--- src/rtl/snake_grid_pkg.sv ---
// Shared constants and types for the snake grid RAM subsystem.
//  - Cell codes stored in the grid RAM.
//  - Grid geometry and 640x480 visible-area constants.
//  - Read-owner tag and arbiter state encodings.
package snake_grid_pkg;

  localparam int GRID_W       = 40;
  localparam int GRID_H       = 30;
  localparam int H_VISIBLE_PX = 640;
  localparam int V_VISIBLE_LN = 480;

  localparam logic [1:0] CELL_EMPTY = 2'd0;
  localparam logic [1:0] CELL_BODY  = 2'd1;
  localparam logic [1:0] CELL_HEAD  = 2'd2;
  localparam logic [1:0] CELL_FOOD  = 2'd3;

  // Which requester the RAM read data returning this cycle belongs to.
  typedef enum logic [1:0] {
    OWN_NONE = 2'd0,
    OWN_VID  = 2'd1,
    OWN_GM   = 2'd2
  } owner_e;

  // ST_GAME is a transient phase: a game access is granted and completed
  // within one IDLE cycle, so the register never holds it.
  typedef enum logic [1:0] {
    ST_IDLE  = 2'd0,
    ST_GAME  = 2'd1,
    ST_CLEAR = 2'd2
  } arb_st_e;

endpackage

--- src/rtl/grid_ram_arbiter_game_tick_gen.sv ---
// game_tick_gen: frame-rate divider for the game step pulse.
//  clk, rst     : pixel clock, asynchronous active-high reset
//  x, y         : pixel/line counters from the timing generator
//  tick_en      : 0 freezes the divider (game paused)
//  game_tick    : 1-cycle pulse on the frame event where the divider expires
// The frame event is the first pixel of the first non-visible line, so the
// game state updates at the start of vertical blanking.
module game_tick_gen
  import snake_grid_pkg::*;
#(
  parameter int V_VIS    = V_VISIBLE_LN,
  parameter int TICK_DIV = 8
) (
  input  logic       clk,
  input  logic       rst,
  input  logic [9:0] x,
  input  logic [9:0] y,
  input  logic       tick_en,
  output logic       game_tick
);

  localparam int            CW     = (TICK_DIV > 1) ? $clog2(TICK_DIV) : 1;
  localparam logic [CW-1:0] RELOAD = CW'(TICK_DIV - 1);

  logic [CW-1:0] cnt;
  logic          frame_evt;
  logic          adv;

  assign frame_evt = (y == 10'(V_VIS)) && (x == 10'd0);
  assign adv       = frame_evt && tick_en && !rst;

  always_ff @(posedge clk or posedge rst) begin
    if (rst) begin
      cnt <= RELOAD;
    end else if (adv) begin
      cnt <= (cnt == '0) ? RELOAD : cnt - 1'b1;
    end
  end

  // Pulse coincides with the frame event itself, not one cycle later.
  assign game_tick = adv && (cnt == '0);

endmodule

--- src/rtl/grid_ram_arbiter.sv ---
// grid_ram_arbiter: shares the single-port snake grid RAM between the video
// cell fetcher (highest priority, never stalled), the board-clear engine and
// the game-logic FSM, and generates game_tick at the start of vblank.
//  clk, rst                  : pixel clock, asynchronous active-high reset
//  x, y                      : timing-generator counters
//  vid_req/vid_addr          : video read request (1 cycle)
//  vid_rdata/vid_rvalid      : video read return, 1 cycle after vid_req
//  gm_req/we/addr/wdata      : game access, held until gm_gnt
//  gm_gnt                    : access issued to the RAM this cycle
//  gm_rdata/gm_rvalid        : game read return, 1 cycle after gm_gnt
//  clr_start/busy/done       : full-board clear control
//  tick_en/game_tick         : game step pulse generation
//  ram_en/we/addr/wdata/rdata: single-port RAM with 1-cycle read latency
//  gm_stall_max              : only with GRID_ARB_STATS_EN defined; longest
//                              run of cycles gm_req waited without a grant
module grid_ram_arbiter
  import snake_grid_pkg::*;
#(
  parameter int DEPTH     = 1200,
  parameter int ADDR_W    = 11,
  parameter int DATA_W    = 2,
  parameter int CLEAR_VAL = 0,
  parameter int V_VISIBLE = V_VISIBLE_LN,
  parameter int TICK_DIV  = 8
) (
  input  logic              clk,
  input  logic              rst,
  input  logic [9:0]        x,
  input  logic [9:0]        y,
  input  logic              vid_req,
  input  logic [ADDR_W-1:0] vid_addr,
  output logic [DATA_W-1:0] vid_rdata,
  output logic              vid_rvalid,
  input  logic              gm_req,
  input  logic              gm_we,
  input  logic [ADDR_W-1:0] gm_addr,
  input  logic [DATA_W-1:0] gm_wdata,
  output logic              gm_gnt,
  output logic [DATA_W-1:0] gm_rdata,
  output logic              gm_rvalid,
  input  logic              clr_start,
  output logic              clr_busy,
  output logic              clr_done,
  input  logic              tick_en,
  output logic              game_tick,
  output logic              ram_en,
  output logic              ram_we,
  output logic [ADDR_W-1:0] ram_addr,
  output logic [DATA_W-1:0] ram_wdata,
  input  logic [DATA_W-1:0] ram_rdata
`ifdef GRID_ARB_STATS_EN
  ,
  output logic [15:0]       gm_stall_max
`endif
);

  arb_st_e           st;
  owner_e            owner;
  logic [ADDR_W-1:0] clr_addr;
  logic [DATA_W-1:0] vid_hold;
  logic [DATA_W-1:0] gm_hold;
  logic              run;
  logic              vid_go;
  logic              clr_go;
  logic              gm_go;
  logic              clr_last;

  // Combinational grant outputs are forced low while reset is asserted.
  assign run      = !rst;
  assign vid_go   = run && vid_req;
  assign clr_go   = run && (st == ST_CLEAR) && !vid_req;
  // A clr_start arriving in IDLE takes precedence over a pending game request.
  assign gm_go    = run && (st == ST_IDLE) && gm_req && !vid_req && !clr_start;
  assign clr_last = clr_go && (clr_addr == ADDR_W'(DEPTH - 1));
  assign gm_gnt   = gm_go;

  always_comb begin
    ram_en    = 1'b0;
    ram_we    = 1'b0;
    ram_addr  = '0;
    ram_wdata = '0;
    if (vid_go) begin
      ram_en   = 1'b1;
      ram_addr = vid_addr;
    end else if (clr_go) begin
      ram_en    = 1'b1;
      ram_we    = 1'b1;
      ram_addr  = clr_addr;
      ram_wdata = DATA_W'(CLEAR_VAL);
    end else if (gm_go) begin
      ram_en    = 1'b1;
      ram_we    = gm_we;
      ram_addr  = gm_addr;
      ram_wdata = gm_wdata;
    end
  end

  always_ff @(posedge clk or posedge rst) begin
    if (rst) begin
      st       <= ST_IDLE;
      clr_addr <= '0;
      clr_busy <= 1'b0;
      clr_done <= 1'b0;
      owner    <= OWN_NONE;
      vid_hold <= '0;
      gm_hold  <= '0;
    end else begin
      clr_done <= clr_last;
      case (st)
        ST_IDLE: begin
          if (clr_start) begin
            st       <= ST_CLEAR;
            clr_busy <= 1'b1;
            clr_addr <= '0;
          end
        end
        ST_CLEAR: begin
          // clr_start is ignored here; only the sweep end leaves CLEAR.
          if (clr_go) begin
            if (clr_last) begin
              st       <= ST_IDLE;
              clr_busy <= 1'b0;
              clr_addr <= '0;
            end else begin
              clr_addr <= clr_addr + 1'b1;
            end
          end
        end
        default: st <= ST_IDLE;
      endcase
      // Tag the read issued this cycle so its data returns to the right port.
      if (vid_go)              owner <= OWN_VID;
      else if (gm_go && !gm_we) owner <= OWN_GM;
      else                     owner <= OWN_NONE;
      if (owner == OWN_VID) vid_hold <= ram_rdata;
      if (owner == OWN_GM)  gm_hold  <= ram_rdata;
    end
  end

  // Returning data passes straight through; the other port keeps its last value.
  assign vid_rvalid = (owner == OWN_VID);
  assign gm_rvalid  = (owner == OWN_GM);
  assign vid_rdata  = vid_rvalid ? ram_rdata : vid_hold;
  assign gm_rdata   = gm_rvalid ? ram_rdata : gm_hold;

  game_tick_gen #(
    .V_VIS    (V_VISIBLE),
    .TICK_DIV (TICK_DIV)
  ) u_tick (
    .clk       (clk),
    .rst       (rst),
    .x         (x),
    .y         (y),
    .tick_en   (tick_en),
    .game_tick (game_tick)
  );

`ifdef GRID_ARB_STATS_EN
  function automatic logic [15:0] sat_inc16(input logic [15:0] v);
    return (v == 16'hFFFF) ? v : v + 16'd1;
  endfunction

  logic [15:0] stall_run;
  logic [15:0] stall_nxt;

  assign stall_nxt = sat_inc16(stall_run);

  always_ff @(posedge clk or posedge rst) begin
    if (rst) begin
      stall_run    <= '0;
      gm_stall_max <= '0;
    end else if (clr_start) begin
      stall_run    <= '0;
      gm_stall_max <= '0;
    end else if (gm_req && !gm_go) begin
      stall_run <= stall_nxt;
      if (stall_nxt > gm_stall_max) gm_stall_max <= stall_nxt;
    end else begin
      stall_run <= '0;
    end
  end
`endif

endmodule
--- config.mk ---
export PLATFORM = sky130hd
export DESIGN_NAME = grid_ram_arbiter
export DESIGN_NICKNAME = d
export VERILOG_FILES = /design/src/rtl/snake_grid_pkg.sv /design/src/rtl/grid_ram_arbiter_game_tick_gen.sv /design/src/rtl/grid_ram_arbiter.sv
export SDC_FILE = /design/constraint.sdc
export NUM_CORES = 1
export LEC_CHECK = 0
export ABC_AREA = 0
export CAP_MARGIN = 5
export CORE_MARGIN = 10
export CORE_UTILIZATION = 40
export CTS_CLUSTER_SIZE = 30
export DETAILED_ROUTE_END_ITERATION = 16
export PLACE_DENSITY = 0.83
export SKIP_LAST_GASP = 1
export SYNTH_ARGS = -nofsm -noshare
export SYNTH_HDL_FRONTEND = slang
export SYNTH_HIERARCHICAL = 1
export SYNTH_SLANG_ARGS = --single-unit
--- constraint.sdc ---
create_clock -name clk -period 4.2 [get_ports clk]
set_input_delay 0.84 -clock clk [delete_from_list [all_inputs] [get_ports clk]]
set_output_delay 0.84 -clock clk [all_outputs]
set_load 0.005 [all_outputs]
# Yosys cells after proc, flatten, opt, wreduce, memory -nomap -nowiden
# Index checks and enable logic that the tools add are counted.
dict set report totals {
  register_bits 24
  inputBits 53
}
dict set report op_classes {
  addsub 2
  eq_ne 8
  muxes 29
  n_reduce_logical 24
}
# cell count
set ops {}
lappend ops {{two-way mux 11 bit} 6}
lappend ops {{case mux 11 bit (2 select lines)} 1}
lappend ops {{two-way mux 2 bit} 10}
lappend ops {{logical AND 1 bit} 13}
lappend ops {{adder 11 x 1 -> 11 bit (second input constant)} 1}
lappend ops {{equality test 11 bit (second input constant)} 1}
lappend ops {{equality test 10 x 9 -> 1 bit (second input constant)} 1}
lappend ops {{logical NOT 10 bit} 1}
lappend ops {{two-way mux 1 bit} 9}
lappend ops {{!= test 2 bit (second input constant)} 3}
lappend ops {{AND reduction 3 bit} 2}
lappend ops {{equality test 2 bit (second input constant)} 2}
lappend ops {{logical NOT 1 bit} 4}
lappend ops {{case mux 2 bit (2 select lines)} 1}
lappend ops {{AND reduction 4 bit} 1}
lappend ops {{logical NOT 3 bit} 1}
lappend ops {{two-way mux 3 bit} 1}
lappend ops {{subtractor 3 x 1 -> 3 bit (second input constant)} 1}
lappend ops {{equality test 2 x 1 -> 1 bit (second input constant)} 1}
lappend ops {{logical NOT 2 bit} 1}
lappend ops {{case mux 1 bit (2 select lines)} 1}
lappend ops {{nonzero test 2 bit} 1}

# Depth between registers and ports, before layout
# Gate-level depths: netlist (run 1).
dict set report depth {
  ltp_word 8
  depth_mapped 6
  ltp_nobuf 5
}

# Cells and area by module
# Netlist (run 1), hierarchy kept.
# module instances cells_per_inst area_each_um2 seq_area_each_um2
set modules_own_cells {}
lappend modules_own_cells {grid_ram_arbiter 1 124 1149.9 475.5}
lappend modules_own_cells {game_tick_gen 1 21 250.2 78.8}

# Worst setup path before layout (run 1)
# Ideal clock, no wire load.
dict set report synth_timing {
  kind {input port to output port}
  startpoint {input port x[6]}
  endpoint {output port game_tick}
  t_arrival_ns 1.762
  slack_ns 1.598
  cell_stages 4
  cell_sequence {nor4b_2 > nand4_1 > nor4b_4 > and2_1}
}
dict set report synth_via {
  elab_chain_cells 5
}
# element line
set synth_lines {}
lappend synth_lines {{start: declaration} grid_ram_arbiter.sv:28} ;# input logic [9:0] x,
lappend synth_lines {{logical NOT 10 bit} grid_ram_arbiter_game_tick_gen.sv:29} ;# assign frame_evt = (y == 10'(V_VIS)) && (x == 10'd0);
lappend synth_lines {{logical AND 1 bit} grid_ram_arbiter_game_tick_gen.sv:29}
lappend synth_lines {{logical AND 1 bit (2 in series)} grid_ram_arbiter_game_tick_gen.sv:30} ;# assign adv = frame_evt && tick_en && !rst;
lappend synth_lines {{logical AND 1 bit} grid_ram_arbiter_game_tick_gen.sv:41} ;# assign game_tick = adv && (cnt == '0);
lappend synth_lines {{end: declaration} grid_ram_arbiter.sv:45} ;# output logic game_tick,
# No other way between the ends.

# Worst setup path after layout (run 1)
dict set report layout_timing {
  startpoint {input port rst}
  endpoint {output port ram_addr[0]}
}
dict set report layout_via {
  elab_chain_cells 8
  elab_cells_between_ends 11
  classes_between {mux: 3; reduce/logical: 8}
}
# element line
set layout_lines {}
lappend layout_lines {{start: declaration} grid_ram_arbiter.sv:27} ;# input logic rst,
lappend layout_lines {{logical NOT 1 bit (*)} grid_ram_arbiter.sv:69} ;# assign run = !rst;
lappend layout_lines {{logical AND 1 bit (4 in series)} grid_ram_arbiter.sv:73} ;# assign gm_go = run && (st == ST_IDLE) && gm_req && !vid_req && !clr_start;
lappend layout_lines {{two-way mux 11 bit} grid_ram_arbiter.sv:90} ;# end else if (gm_go) begin
lappend layout_lines {{two-way mux 11 bit} grid_ram_arbiter.sv:85} ;# end else if (clr_go) begin
lappend layout_lines {{two-way mux 11 bit (*)} grid_ram_arbiter.sv:82} ;# if (vid_go) begin
lappend layout_lines {{end: declaration} grid_ram_arbiter.sv:48} ;# output logic [ADDR_W-1:0] ram_addr,
# Mark *: on every way between the ends. The rest lies on a longest branch, timed or not.

==> impl_metrics.py, run 1 <==
metrics = {
    "yosys": {
        "postSynthAreaPerCell_um2": 9.66,
        "yosysSeqAreaShare_pct": 39.6,
        "ys.flop_type": "dfrtp_1",
        "synth_compound_area_share_pct": 13.3,
        "synth-adder-area-share_pct": 2.68,
        "yosys_warnings": 6,
        "synth-edff-count": 0,
        "syn-num-nets": 201,
        "yosys_register_bits": 22,
        "synth_top_family_by_area": "simple AND/OR/NAND/NOR gates",
        "muxShareOfSynthArea_pct": 5.36,
        "ys_types": 37,
        "synth-xor-area-share_pct": 5.63,
        "synth-simple-area-share_pct": 28.0,
        "postSynthCellCount": 145,
        "synth-async-reset-ratio_pct": 100,
        "syn_area_mm2": 0.00140,
    },
    "critical_path": {
        "path_buf_inv": 3,
        "required_ns": 3.36,
        "cp_common_cell": "clkdlybuf4s50_1",
        "crit_chain": "clkdlybuf4s50_1, nor2_1, and3_1, a222oi_1, inv_1, clkdlybuf4s50_1",
        "crit_arrival_ns": 2.83,
        "max_stage_delay_ns": 0.56,
        "crit_slowest_cell": "and3_1",
        "crit_type": "in -> out",
        "cp-end-kind": "output pin",
        "path_delay_family": "buffers and inverters",
        "crit_path_max_fanout": 17,
        "critPathLaunchType": "input pin",
    },
    "job": {
        "drv_cap": 0,
    },
    "global_route": {
        "antenna_found_initial": 0,
        "grt_pass1_wl_um": 6710,
        "grt_max_degree": 20,
        "grt_usage_pct": 13.0,
        "grt.overflow.total": 0,
        "grt_pass1_vias": 1418,
    },
    "place": {
        "dp_hpwl_um": 3360,
        "gp_congestion": 0.732,
        "place_area_mm2": 0.00221,
        "numPortBuffers": 77,
    },
    "clocking": {
        "cts_max_path_buffers": 2,
        "cts_made_buffers": 3,
        "postCtsSetupRepairBufs": 0,
        "cts_sinks": 22,
        "htree_levels": 1,
        "hold_buffers": 0,
        "cts_tree": "yes",
        "clk_pin_slew_worst_paths_ns": 0.11,
        "clock_latency_ns": 0.30,
        "cts_root_buffer": "clkbuf_4",
        "cts_resized": 0,
    },
    "die": {
        "dieArea_mm2": 0.00627,
        "die_y_um": 79.2,
        "die_x_um": 79.2,
        "start_util_pct": 41.6,
        "row_count": 21,
        "pin_count": 78,
        "core_area_mm2": 0.00336,
    },
    "sta": {
        "rsz0062_at_grt": "no",
        "finalWorstPathRequiredPeriod_ns": 3.67,
        "hold_viol_final": 0,
        "tightest_slew_ns": 0.686,
        "fmax_mhz": 272,
        "slew-limit-headroom_pct": 54.2,
        "fin_crit_sh_pct": 87.4,
        "whs_ns": 0.498,
        "maxSlewViolCount": 0,
        "fin_setup_tns_ns": 0,
        "finalSetupViolCount": 0,
        "skew_ns": 0.00342,
    },
    "layout": {
        "antenna_cells": 0,
        "num-nets-final": 278,
        "area.growth.synth_to_final_pct": 60.1,
        "fin_area_mm2": 0.00224,
        "n_fill_cell": 300,
        "fin_util_pct": 66.7,
        "layout-drive-gt1-share_pct": 11.3,
    },
    "route": {
        "vias": 1328,
        "drc_errors": 0,
        "drtIter0Drc": 72,
        "wl_met1_um": 1770,
        "wl_um": 3980,
        "first_pass_iters": 4,
        "wl_met2_um": 1840,
        "highest_layer": "met4",
        "dr_wl_met3_um": 335,
        "drt-vias-per-instance": 4.97,
        "antenna_left": 0,
        "wl_per_cell_um": 14.9,
    },
    "power": {
        "powerDensity_mw_per_mm2": 242,
        "leakage_nw": 0.943,
        "ir_drop_uv": 107,
    },
    "status": {
        "status": "completed",
    },
    "worst_hold_path": {
        "hp-class": "reg -> reg",
    },
}
-- synthesized netlist by cell type, types with 3 or more instances --
library cell / n / area, um2
and2_1: 3 / 18.8
ha_1: 3 / 37.5
nand4_1: 3 / 18.8
inv_1: 9 / 33.8
mux2_2: 4 / 45.0
nor4_2: 3 / 37.5
clkbuf_1: 4 / 15.0
a222oi_1: 3 / 30.0
dfstp_2: 3 / 78.8
a211oi_1: 4 / 30.0
nand2_1: 23 / 86.3
mux2i_1: 3 / 30.0
nor2_1: 14 / 52.6
xnor2_1: 7 / 61.3
dfrtp_1: 19 / 475
nor2b_1: 5 / 31.3
a22oi_1: 8 / 60.1
-- through the flow --
step	total power, mW	instances	setup WS [ns]
floorplan	0.332	145	1.60
global placement	0.428	263	0.558
detailed placement	0.432	263	0.539
CTS	0.546	267	0.524
global route	0.581	267	0.251
finish	0.542	267	0.530
-- cell families (layout without fill, tap and decap cells) --
group,Yosys count,count (layout)
and+or+nand+nor,65,65
AOI/OAI and AO/OA,23,23
DFF,22,22
buffers and inverters,16,92
xor gates and xnor gates,9,9
muxes,7,7
adders and majority gates,3,3
-- flip-flops by register name, indices dropped and copies added (netlist names) --
signal and cells:
clr_busy 1, vid_hold 2, clr_addr 11, clr_done 1, gm_hold 2, owner 2, u_tick/cnt 3
-- cell usage in the layout (no fill, tap or decap), types with 3 or more instances in the layout --
| master | netlist | final |
|---|---|---|
| nor2b_1 | 5 | 5 |
| dfstp_2 | 3 | 3 |
| inv_1 | 9 | 9 |
| dfrtp_1 | 19 | 19 |
| a222oi_1 | 3 | 3 |
| clkdlybuf4s50_1 | 0 | 77 |
| mux2i_1 | 3 | 3 |
| mux2_2 | 4 | 4 |
| a211oi_1 | 4 | 4 |
| nand2_1 | 23 | 23 |
| a22oi_1 | 8 | 8 |
| nor4_2 | 3 | 3 |
| xnor2_1 | 7 | 7 |
| nor2_1 | 14 | 14 |
| nand4_1 | 3 | 3 |
| and2_1 | 3 | 3 |
| ha_1 | 3 | 3 |
| clkbuf_4 | 0 | 3 |
-- power by group --
part           switching (mW)  total [mW]  internal [mW]
sequential             0.0362       0.273          0.237
clock                  0.0610       0.114         0.0529
combinational          0.0534       0.154          0.101
total                   0.151       0.542          0.391
-- layout make-up --
| cell class | instances | area, um2 | area share, % |
|---|---|---|---|
| Clock buffer | 4 | 36.3 | 1.62 |
| Inverter | 9 | 33.8 | 1.51 |
| Multi-Input combinational cell | 107 | 774 | 34.5 |
| Sequential cell | 22 | 554 | 24.7 |
| Tap cell | 46 | 57.6 | 2.57 |
| Timing Repair Buffer | 79 | 786 | 35.0 |
-- per-layer routing --
layer  up-vias  global-route usage (%)
li1        668                       -
met1       608                    15.6
met2        48                    21.0
met3         4                    4.62
met4         0                    4.48
met5         -                       0
-- final timing paths --
kind                               start            end  slack (ns)  cells past startpoint
min in group asynchronous            rst  u_tick/cnt[1]        1.11                      2
min                        u_tick/cnt[1]  u_tick/cnt[1]        0.50                      2
max                                  rst    ram_addr[0]        0.53                      6
min reg2reg                u_tick/cnt[1]  u_tick/cnt[1]        0.50                      2
max reg2reg                  clr_addr[4]    clr_addr[2]        2.25                      4
max in group asynchronous            rst    vid_hold[1]        2.62                      2
-- worst min-delay path, stage by stage (launching register included) --
cell and delay, ns:
dfstp_2 0.38, inv_1 0.06, mux2i_1 0.06
(Power assumes the default switching activity.)
==> run 2: changes to the inputs <==
Settings changed: CORE_ASPECT_RATIO from default to 0.9.
==> run 2 against run 1 <==
Against the previous run:
- utilization increased by 0.67 points
- first-iteration DRC count is 2.8% lower
- critical endpoint is now ram_addr[3]
- largest power group unchanged
- clock skew is 0.0023 ns higher
==> impl_metrics.py, run 2 (synthesized netlist as in run 1, its figures left out) <==
metrics = {
    "clocking": {
        "clk_pin_slew_worst_paths_ns": 0.07,
        "cts_sinks": 22,
        "postCtsSetupRepairBufs": 0,
        "cts_resized": 0,
        "cts_tree": "yes",
        "hold_buffers": 0,
        "clock_latency_ns": 0.26,
        "htree_levels": 1,
        "cts_made_buffers": 3,
        "cts_max_path_buffers": 2,
        "cts_root_buffer": "clkbuf_8",
    },
    "route": {
        "wl_um": 4470,
        "drc_errors": 0,
        "drtIter0Drc": 70,
        "drt-vias-per-instance": 5.07,
        "vias": 1343,
        "antenna_left": 0,
        "first_pass_iters": 5,
        "wl_per_cell_um": 16.9,
    },
    "power": {
        "leakage_nw": 0.957,
        "powerDensity_mw_per_mm2": 276,
        "p_clk_share_pct": 30.8,
        "internal_power_mw": 0.466,
        "p_sw_mw": 0.162,
        "comb_power_share_pct": 25.3,
        "p_sw_share_pct": 25.8,
        "ir_drop_uv": 228,
        "seqPwrFrac_pct": 43.9,
    },
    "layout": {
        "layout-drive-gt1-share_pct": 11.3,
        "layout_commonest_cell": "clkdlybuf4s50_1",
        "top_register": "clr_addr",
        "area.growth.synth_to_final_pct": 62.5,
        "multi_input_area_um2": 774,
        "num-nets-final": 278,
        "mostFrequentLayoutCells": "clkdlybuf4s50_1, nand2_1, dfrtp_1",
        "n_fill_cell": 257,
        "reg.largest.list": "clr_addr: 11 flops, u_tick/cnt: 3 flops",
        "seqCellArea_um2": 554,
        "antenna_cells": 0,
        "largest_reg_flops": 11,
    },
    "critical_path": {
        "cp-end-kind": "output pin",
        "crit_path_max_fanout": 10,
        "critPathLaunchType": "input pin",
        "crit_type": "in -> out",
        "required_ns": 3.36,
        "crit_arrival_ns": 2.87,
    },
    "sta": {
        "whs_ns": 0.498,
        "rsz0062_at_grt": "no",
        "finalWorstPathRequiredPeriod_ns": 3.71,
        "finalSetupViolCount": 0,
        "fin_crit_sh_pct": 88.3,
        "tightest_slew_ns": 0.718,
        "hold_viol_final": 0,
        "maxSlewViolCount": 0,
        "fmax_mhz": 270,
        "skew_ns": 0.00568,
        "fin_setup_tns_ns": 0,
        "slew-limit-headroom_pct": 52.1,
    },
    "die": {
        "dieArea_mm2": 0.00627,
        "die_x_um": 82.4,
        "pin_count": 78,
        "start_util_pct": 41.4,
        "core_area_mm2": 0.00338,
        "die_y_um": 76.1,
        "row_count": 20,
    },
    "global_route": {
        "antenna_found_initial": 0,
        "grt_max_degree": 20,
        "grt_usage_pct": 14.5,
        "grt.overflow.total": 0,
        "grt_pass1_vias": 1406,
        "grt_pass1_wl_um": 7290,
    },
    "status": {
        "status": "completed",
    },
    "job": {
        "drv_cap": 0,
    },
    "worst_hold_path": {
        "hp-class": "reg -> reg",
    },
    "place": {
        "dp_hpwl_um": 3670,
        "gp_congestion": 0.818,
        "numPortBuffers": 77,
    },
}
## run 2: cell count changes in the layout (fill, tap and decap cells not counted), sizes merged
| cell | before | now |
|---|---|---|
| clkbuf | 4 | 3 |
| bufinv | 0 | 1 |
## run 2: cell type report
type                       count  share of cell area [%]
inverter                       9                    1.49
timing repair buffer          79                    34.5
sequential                    22                    24.4
multi-input combinational    107                    34.0
clock inverter                 1                    1.32
tap                           44                    2.42
clock buffer                   3                    1.82
## run 2: stage by stage
step                      util (%)  power (mW)  instance area, um2  std cells  setup slack [ns]
after global routing          67.3       0.661                2270        265             0.367
after CTS                     67.3       0.633                2270        265             0.495
final                         67.3       0.627                2270        265             0.491
after detailed placement      65.2       0.437                2200        261             0.478
after floorplan                  -       0.332                1400        145              1.60
after global placement        65.2       0.431                2200        261             0.535
## run 2: worst paths after layout
path	start	cells past startpoint	to	slack [ns]
min in group asynchronous	rst	2	u_tick/cnt[2]	1.13
setup reg to reg	clr_addr[4]	4	clr_addr[3]	2.21
hold / removal	u_tick/cnt[1]	2	u_tick/cnt[1]	0.50
max in group asynchronous	rst	2	clr_addr[2]	2.54
setup / recovery	rst	6	ram_addr[3]	0.49
hold reg to reg	u_tick/cnt[1]	2	u_tick/cnt[1]	0.50
## run 2: power by group through the flow
stage	clock network (mW)	logic [mW]	registers, mW
after floorplan	0	0.0655	0.267
after global placement	0	0.154	0.277
after detailed placement	0	0.159	0.278
after CTS	0.198	0.160	0.275
after global routing	0.206	0.175	0.281
final	0.193	0.159	0.276
## run 2: routing by layer
metal	GRT usage, %	wire (um)	vias to the layer above
met2	24.9	2340	52
met5	0	0	-
met1	16.7	1650	618
met3	3.66	392	6
li1	-	-	667
met4	4.93	84	0
## run 2: critical path, stage by stage
cell             delay [ns]
clkdlybuf4s50_1        0.54
nor3b_2                0.53
buf_4                  0.26
a22oi_1                0.11
nand2_1                0.09
clkdlybuf4s50_1        0.50
